**src/rtl/decode_pkg.sv**
```systemverilog
// Shared decode definitions: MIPS opcodes, ALUOp encodings and control-bundle bit layout.
package decode_pkg;

   localparam logic [5:0] OP_RTYPE = 6'b000000;
   localparam logic [5:0] OP_LW    = 6'b100011;
   localparam logic [5:0] OP_SW    = 6'b101011;
   localparam logic [5:0] OP_BEQ   = 6'b000100;
   localparam logic [5:0] OP_ADDI  = 6'b001000;

   localparam logic [1:0] ALUOP_ADD    = 2'b00;
   localparam logic [1:0] ALUOP_BRANCH = 2'b01;
   localparam logic [1:0] ALUOP_RTYPE  = 2'b10;

   localparam int CB_W        = 9;
   localparam int CB_ALUSRC   = 0;
   localparam int CB_ALUOP0   = 1;
   localparam int CB_ALUOP1   = 2;
   localparam int CB_REGDST   = 3;
   localparam int CB_MEMWRITE = 4;
   localparam int CB_MEMREAD  = 5;
   localparam int CB_BRANCH   = 6;
   localparam int CB_MEMTOREG = 7;
   localparam int CB_REGWRITE = 8;

   typedef logic [CB_W-1:0] ctrl_t;

   function automatic ctrl_t set_aluop(input ctrl_t c, input logic [1:0] aluop);
      ctrl_t r;
      r = c;
      r[CB_ALUOP1] = aluop[1];
      r[CB_ALUOP0] = aluop[0];
      return r;
   endfunction

   // Unsupported opcodes fall through to an all-zero bundle.
   function automatic ctrl_t decode_ctrl(input logic [5:0] opcode);
      ctrl_t c;
      c = '0;
      case (opcode)
         OP_RTYPE: begin
            c[CB_REGWRITE] = 1'b1;
            c[CB_REGDST]   = 1'b1;
            c = set_aluop(c, ALUOP_RTYPE);
         end
         OP_LW: begin
            c[CB_REGWRITE] = 1'b1;
            c[CB_MEMTOREG] = 1'b1;
            c[CB_MEMREAD]  = 1'b1;
            c[CB_ALUSRC]   = 1'b1;
            c = set_aluop(c, ALUOP_ADD);
         end
         OP_SW: begin
            c[CB_MEMWRITE] = 1'b1;
            c[CB_ALUSRC]   = 1'b1;
            c = set_aluop(c, ALUOP_ADD);
         end
         OP_BEQ: begin
            c[CB_BRANCH] = 1'b1;
            c = set_aluop(c, ALUOP_BRANCH);
         end
         OP_ADDI: begin
            c[CB_REGWRITE] = 1'b1;
            c[CB_ALUSRC]   = 1'b1;
            c = set_aluop(c, ALUOP_ADD);
         end
         default: c = '0;
      endcase
      return c;
   endfunction

   function automatic logic is_legal(input logic [5:0] opcode);
      return (opcode == OP_RTYPE) || (opcode == OP_LW) || (opcode == OP_SW) ||
             (opcode == OP_BEQ) || (opcode == OP_ADDI);
   endfunction

endpackage

```
**src/rtl/regfile_p.sv**
```systemverilog
// Register file, 2 combinational read ports and 1 write port; register 0 hardwired to zero.
// Optional same-cycle write-to-read bypass so decode sees the value being written back.
module regfile_p #(
   parameter int DATA_W = 32,
   parameter int NREGS  = 32,
   parameter int BYPASS = 1,
   localparam int REG_AW = $clog2(NREGS)
) (
   input  logic              clk,
   input  logic              reset,
   input  logic [REG_AW-1:0] addr_a,
   input  logic [REG_AW-1:0] addr_b,
   output logic [DATA_W-1:0] data_a,
   output logic [DATA_W-1:0] data_b,
   input  logic              wr_en,
   input  logic [REG_AW-1:0] wr_addr,
   input  logic [DATA_W-1:0] wr_data
);

   logic [DATA_W-1:0] regs [NREGS];

   always_ff @(posedge clk or negedge reset) begin
      if (!reset) begin
         for (int i = 0; i < NREGS; i++) begin
            regs[i] <= '0;
         end
      end else if (wr_en && (wr_addr != '0)) begin
         regs[wr_addr] <= wr_data;
      end
   end

   always_comb begin
      data_a = regs[addr_a];
      if (addr_a == '0) begin
         data_a = '0;
      end else if ((BYPASS != 0) && wr_en && (wr_addr == addr_a)) begin
         data_a = wr_data;
      end
   end

   always_comb begin
      data_b = regs[addr_b];
      if (addr_b == '0) begin
         data_b = '0;
      end else if ((BYPASS != 0) && wr_en && (wr_addr == addr_b)) begin
         data_b = wr_data;
      end
   end

endmodule

```
**src/rtl/decode_stage_p.sv**
```systemverilog
// MIPS decode stage: register read, control decode, load-use hazard detect, ID/EX pipeline register.
// ID/EX priority per edge is hold > flush > load-use stall (bubble) > normal load.
module decode_stage_p
   import decode_pkg::*;
#(
   parameter int DATA_W = 32,
   parameter int NREGS  = 32,
   parameter int BYPASS = 1,
   localparam int REG_AW = $clog2(NREGS)
) (
   input  logic              clk,
   input  logic              reset,
   input  logic [31:0]       pc_incrementado_in,
   input  logic [31:0]       instruction,
   input  logic              hold,
   input  logic              flush,
   input  logic              RegWrite,
   input  logic [REG_AW-1:0] address_write,
   input  logic [DATA_W-1:0] data_write,
   output logic [31:0]       pc_incrementado_out,
   output logic [DATA_W-1:0] reg_data1,
   output logic [DATA_W-1:0] reg_data2,
   output logic [DATA_W-1:0] sgn_extend_data_imm,
   output logic [REG_AW-1:0] rs,
   output logic [REG_AW-1:0] rt,
   output logic [REG_AW-1:0] rd,
   output logic              wb_RegWrite_out,
   output logic              wb_MemtoReg_out,
   output logic              m_Branch_out,
   output logic              m_MemRead_out,
   output logic              m_MemWrite_out,
   output logic              ex_RegDst_out,
   output logic              ex_ALUOp0_out,
   output logic              ex_ALUOp1_out,
   output logic              ex_ALUSrc_out,
   output logic              valid_out,
   output logic              stall_out,
   output logic              illegal_out
);

   typedef struct packed {
      logic [31:0]       pc;
      logic [DATA_W-1:0] data1;
      logic [DATA_W-1:0] data2;
      logic [DATA_W-1:0] imm;
      logic [REG_AW-1:0] rs;
      logic [REG_AW-1:0] rt;
      logic [REG_AW-1:0] rd;
      ctrl_t             ctrl;
      logic              valid;
      logic              illegal;
   } idex_t;

   logic [5:0]        opcode;
   logic [REG_AW-1:0] rs_f;
   logic [REG_AW-1:0] rt_f;
   logic [REG_AW-1:0] rd_f;
   logic [15:0]       imm16;
   logic [DATA_W-1:0] rf_data1;
   logic [DATA_W-1:0] rf_data2;
   logic              unused_instr_bits;
   idex_t             idex_q;
   idex_t             idex_d;
   idex_t             decoded;

   // Register fields are truncated to the register-file address width.
   assign opcode            = instruction[31:26];
   assign rs_f              = instruction[21 +: REG_AW];
   assign rt_f              = instruction[16 +: REG_AW];
   assign rd_f              = instruction[11 +: REG_AW];
   assign imm16             = instruction[15:0];
   assign unused_instr_bits = ^instruction;

   regfile_p #(
      .DATA_W (DATA_W),
      .NREGS  (NREGS),
      .BYPASS (BYPASS)
   ) u_regfile (
      .clk     (clk),
      .reset   (reset),
      .addr_a  (rs_f),
      .addr_b  (rt_f),
      .data_a  (rf_data1),
      .data_b  (rf_data2),
      .wr_en   (RegWrite),
      .wr_addr (address_write),
      .wr_data (data_write)
   );

   always_comb begin
      decoded         = '0;
      decoded.pc      = pc_incrementado_in;
      decoded.data1   = rf_data1;
      decoded.data2   = rf_data2;
      decoded.imm     = {{(DATA_W-16){imm16[15]}}, imm16};
      decoded.rs      = rs_f;
      decoded.rt      = rt_f;
      decoded.rd      = rd_f;
      decoded.ctrl    = decode_ctrl(opcode);
      decoded.valid   = 1'b1;
      decoded.illegal = !is_legal(opcode);
   end

   // A load in ID/EX whose destination feeds the instruction now in decode.
   assign stall_out = idex_q.valid && idex_q.ctrl[CB_MEMREAD] && (idex_q.rt != '0) &&
                      ((idex_q.rt == rs_f) || (idex_q.rt == rt_f));

   always_comb begin
      idex_d = idex_q;
      if (hold) begin
         idex_d = idex_q;
      end else if (flush || stall_out) begin
         idex_d = '0;
      end else begin
         idex_d = decoded;
      end
   end

   always_ff @(posedge clk or negedge reset) begin
      if (!reset) begin
         idex_q <= '0;
      end else begin
         idex_q <= idex_d;
      end
   end

   assign pc_incrementado_out = idex_q.pc;
   assign reg_data1           = idex_q.data1;
   assign reg_data2           = idex_q.data2;
   assign sgn_extend_data_imm = idex_q.imm;
   assign rs                  = idex_q.rs;
   assign rt                  = idex_q.rt;
   assign rd                  = idex_q.rd;
   assign wb_RegWrite_out     = idex_q.ctrl[CB_REGWRITE];
   assign wb_MemtoReg_out     = idex_q.ctrl[CB_MEMTOREG];
   assign m_Branch_out        = idex_q.ctrl[CB_BRANCH];
   assign m_MemRead_out       = idex_q.ctrl[CB_MEMREAD];
   assign m_MemWrite_out      = idex_q.ctrl[CB_MEMWRITE];
   assign ex_RegDst_out       = idex_q.ctrl[CB_REGDST];
   assign ex_ALUOp0_out       = idex_q.ctrl[CB_ALUOP0];
   assign ex_ALUOp1_out       = idex_q.ctrl[CB_ALUOP1];
   assign ex_ALUSrc_out       = idex_q.ctrl[CB_ALUSRC];
   assign valid_out           = idex_q.valid;
   assign illegal_out         = idex_q.illegal;

endmodule

```
**config.mk**
```make
export PLATFORM = sky130hd
export DESIGN_NAME = decode_stage_p
export DESIGN_NICKNAME = d
export VERILOG_FILES = /design/src/rtl/decode_pkg.sv /design/src/rtl/regfile_p.sv /design/src/rtl/decode_stage_p.sv
export SDC_FILE = /design/constraint.sdc
export NUM_CORES = 2
export LEC_CHECK = 0
export BUFFER_PORTS_ARGS = -buffer_cell sky130_fd_sc_hd__buf_2
export CAP_MARGIN = 20
export CELL_PAD_IN_SITES_DETAIL_PLACEMENT = 1
export CELL_PAD_IN_SITES_GLOBAL_PLACEMENT = 1
export CORE_MARGIN = 2
export CORE_UTILIZATION = 57
export CTS_CLUSTER_DIAMETER = 80
export CTS_CLUSTER_SIZE = 14
export DETAILED_ROUTE_END_ITERATION = 7
export PLACE_DENSITY_LB_ADDON = 0.1
export SLEW_MARGIN = 20
export SYNTH_ARGS = -nofsm -noshare
export SYNTH_HDL_FRONTEND = slang
export SYNTH_SLANG_ARGS = --single-unit
```
**constraint.sdc**
```tcl
create_clock -name clk -period 6.5 [get_ports clk]
set_clock_uncertainty 0.1 [all_clocks]
set_input_delay 0.975 -clock clk [delete_from_list [all_inputs] [get_ports clk]]
set_output_delay 0.975 -clock clk [all_outputs]
set_load 0.02 [all_outputs]
```
==> run metrics <==
largest cells by area after synthesis sky130_fd_sc_hd__dfrtp_1 49%, sky130_fd_sc_hd__mux2_2 19%, sky130_fd_sc_hd__mux4_2 15%, sky130_fd_sc_hd__mux2i_1 4.3%, sky130_fd_sc_hd__clkbuf_1 1.7%; Post-Synth Simple-Gate Area 1.632%; cells after synthesis 4099; ports placed on the boundary 261; number of global-route vias before repair 42140; Max-slew headroom 22.77%; GRT Total Usage 37.71%; cell with the most instances after synthesis sky130_fd_sc_hd__dfrtp_1; top cell type by total area after synthesis sky130_fd_sc_hd__dfrtp_1; fin nets 4177; Filler cells 9500; Seq cells post-synth 1154; cell row count 118; Final Total Pwr 18.62 mW; width of the die 326.4 µm; post-route cell area 0.06386 mm²; number of gates given a new drive strength after cts 0; status completed; crit share post-route 57.32%; area share of fa/ha/maj cells after synthesis 0%; remaining design rule violation count 0; number of distinct library cell variants in the gate-level netlist after synthesis 52; worst reg2reg endpoint illegal_out; Worst EP arrival 2650 ps; Synth async-reset ratio 100.0%; core area 0.1033 mm²; CTS tree done; setup tns final 0 ps; Worst-path clk slew 70 ps; largest family of logic cells by synthesized area multiplexers; full die area 0.1066 mm²; WL/cell 36.60 µm; clk sinks 1154; via total after detailed routing 40110; EDFF count, synth 0; H-tree levels 3; initial antenna violation count 12; register area 0.02888 mm²; Routed Wire Length 199.9 mm; r2r worst-path depth 7; most instantiated cells after synthesis 1154 x sky130_fd_sc_hd__dfrtp_1, 992 x sky130_fd_sc_hd__mux2_2, 386 x sky130_fd_sc_hd__mux4_2; Final Max Slew Viols 0; global-route wire length before repair 295.0 mm; sum of net half-perimeters after detailed placement 118.9 mm; placer's final routability congestion estimate 0.8255; Synth Area in Compound Gates 7.682%; power density of the placed cells 291.6 mW/mm²; worst setup path endpoint stall_out; number of DRC markers in iteration 0 4630; Final Setup Violations 0; share of final-layout standard cells stronger than drive strength 1 46.73%; CP Max Fanout 43; post-layout minimum cycle time 3726 ps; area of the mapped netlist 0.05926 mm²; cts-stage hold buffer count 0; Synth Flop Type sky130_fd_sc_hd__dfrtp_1; sort of element at the end of the critical path output pin; RSZ-0062 raised after global routing false; worst setup path category input pin to output pin; required time at the endpoint of the critical path 5420 ps; kind of start point of the critical path input pin; Hold WC Path Type input pin to asynchronous set/reset pin; synthesized area divided by synthesized cell count 14.46 µm²; Clock Root Buffer sky130_fd_sc_hd__clkbuf_16; area share of the largest cell type after synthesis 48.73%; first element of the critical path instruction[18]; maximum number of pins on one net before global-route repair 181; post-synthesis mux area share 37.81%; Clk Latency, worst-skew pair 700 ps; total gr overflow 0; count of input and output buffers 260; effective utilization at floorplan 57.34%; area of the multi-input gates 0.02837 mm²; total count of hold-check failures in the final report 0; DRT Pass-1 Iters 5; Area Growth Syn to Fin 7.772%; slew at the pin closest to its max-slew limit 1154 ps; f_max 0.2684 GHz; height of the die 326.4 µm; setup slack on the worst flop-to-flop path 3390 ps; antenna viol nets, final 0; area post-placement 0.06141 mm²; number of maximum-capacitance constraint violations 0; Max clock buf depth 3; total of warnings raised by yosys 0; post-synthesis net count 4205; post-synthesis xor/xnor area fraction 0.2956%; number of buffers added by the clock tree synthesis step 92; reg-to-reg critical path startpoint rt[1]; routed vias/inst 7.342; worst IR drop on VDD 0.2090 mV; buffers inserted during post-CTS setup optimization 0; sequential area share after synthesis 48.73%; leakage power of the design 28.41 nW
worst max-delay path, cell delays in order:
cell and delay [ps]:
sky130_fd_sc_hd__buf_6 470, sky130_fd_sc_hd__xor2_1 130, sky130_fd_sc_hd__nor3_1 220, sky130_fd_sc_hd__nand3_1 150
sky130_fd_sc_hd__a21oi_4 320, sky130_fd_sc_hd__buf_2 290
cells in the final DEF (no fill, tap or decap), drive strengths merged, types with 4 or more instances in the layout:
cell / netlist / routed
dfrtp: 1154 / 1154
mux2: 992 / 992
mux4: 386 / 386
buf: 215 / 369
mux2i: 254 / 254
a22oi: 128 / 128
a21oi: 108 / 108
clkbuf: 276 / 95
a22o: 91 / 91
o221ai: 78 / 78
nand2: 57 / 57
o22ai: 48 / 48
and2: 36 / 36
nand3: 35 / 35
o21ai: 33 / 33
a2111oi: 33 / 33
a221o: 32 / 32
a21o: 32 / 32
nor2: 22 / 22
a211oi: 17 / 17
xor2: 14 / 14
inv: 4 / 7
xnor2: 6 / 6
nor2b: 6 / 6
nor3b: 6 / 6
nor3: 5 / 5
diode: 0 / 4
nand3b: 4 / 4
per-stage QoR:
stage,hold slack (ps),setup slack [ps],cells,utilization (%)
after floorplan,341.3,3055,4099,-
after global placement,276.6,2142,5353,59.33
after detailed placement,285.3,2259,5357,59.42
after CTS,285.0,2784,5459,61.78
after global routing,310.9,2682,5462,61.79
final,278.0,2774,5463,61.79
metal layers:
metal | share of wire (%) | global-route usage (%) | vias up
li1 | - | - | 15680
met1 | 40 | 52.78 | 21820
met2 | 46 | 57.93 | 2134
met3 | 9.3 | 8.137 | 465
met4 | 4.3 | 15.33 | 10
met5 | 0.033 | 0 | -
cell families (layout without fill, tap and decap cells):
logic type,Yosys count,after routing
AO/OA/AOI/OAI,610,610
XOR/XNOR,20,20
other,0,4
buffers and inverters,495,475
flip-flops,1154,1154
AND/OR/NAND/NOR,188,188
multiplexers,1632,1632
cell type report:
type	count	area share (%)
clock inverters	7	0.1352
flip-flops and latches	1154	45.22
diodes	4	0.01567
repair buffers	369	3.793
inverters	4	0.02351
clock buffers	95	3.689
well taps	1380	2.704
multi-input cells	2450	44.42
power breakdown:
group          switching [mW]  internal, mW
sequential               1.03          8.46
combinational            1.72          2.18
clock                    2.64          2.60
worst min path at each step:
stage | startpoint | to | slack (ps) | cells past startpoint
after floorplan | u_regfile.regs[1009] | u_regfile.regs[1009] | 340 | 1
after global placement | u_regfile.regs[1023] | u_regfile.regs[1023] | 280 | 0
after detailed placement | u_regfile.regs[1011] | u_regfile.regs[1011] | 290 | 0
after CTS | reset | pc_incrementado_out[12] | 290 | 1
after global routing | u_regfile.regs[1021] | u_regfile.regs[1021] | 310 | 0
final | reset | pc_incrementado_out[12] | 280 | 1
sequential cells by signal (all words and copies together) (netlist names):
| name | flops |
|---|---|
| ex_ALUSrc_out | 1 |
| ex_RegDst_out | 1 |
| illegal_out | 1 |
| m_Branch_out | 1 |
| m_MemWrite_out | 1 |
| pc_incrementado_out | 32 |
| reg_data1 | 32 |
| reg_data2 | 32 |
| rs | 5 |
| rt | 5 |
| sgn_extend_data_imm | 16 |
| u_regfile.regs | 1024 |
| valid_out | 1 |
| wb_MemtoReg_out | 1 |
| wb_RegWrite_out | 1 |
(Power assumes the default switching activity.)
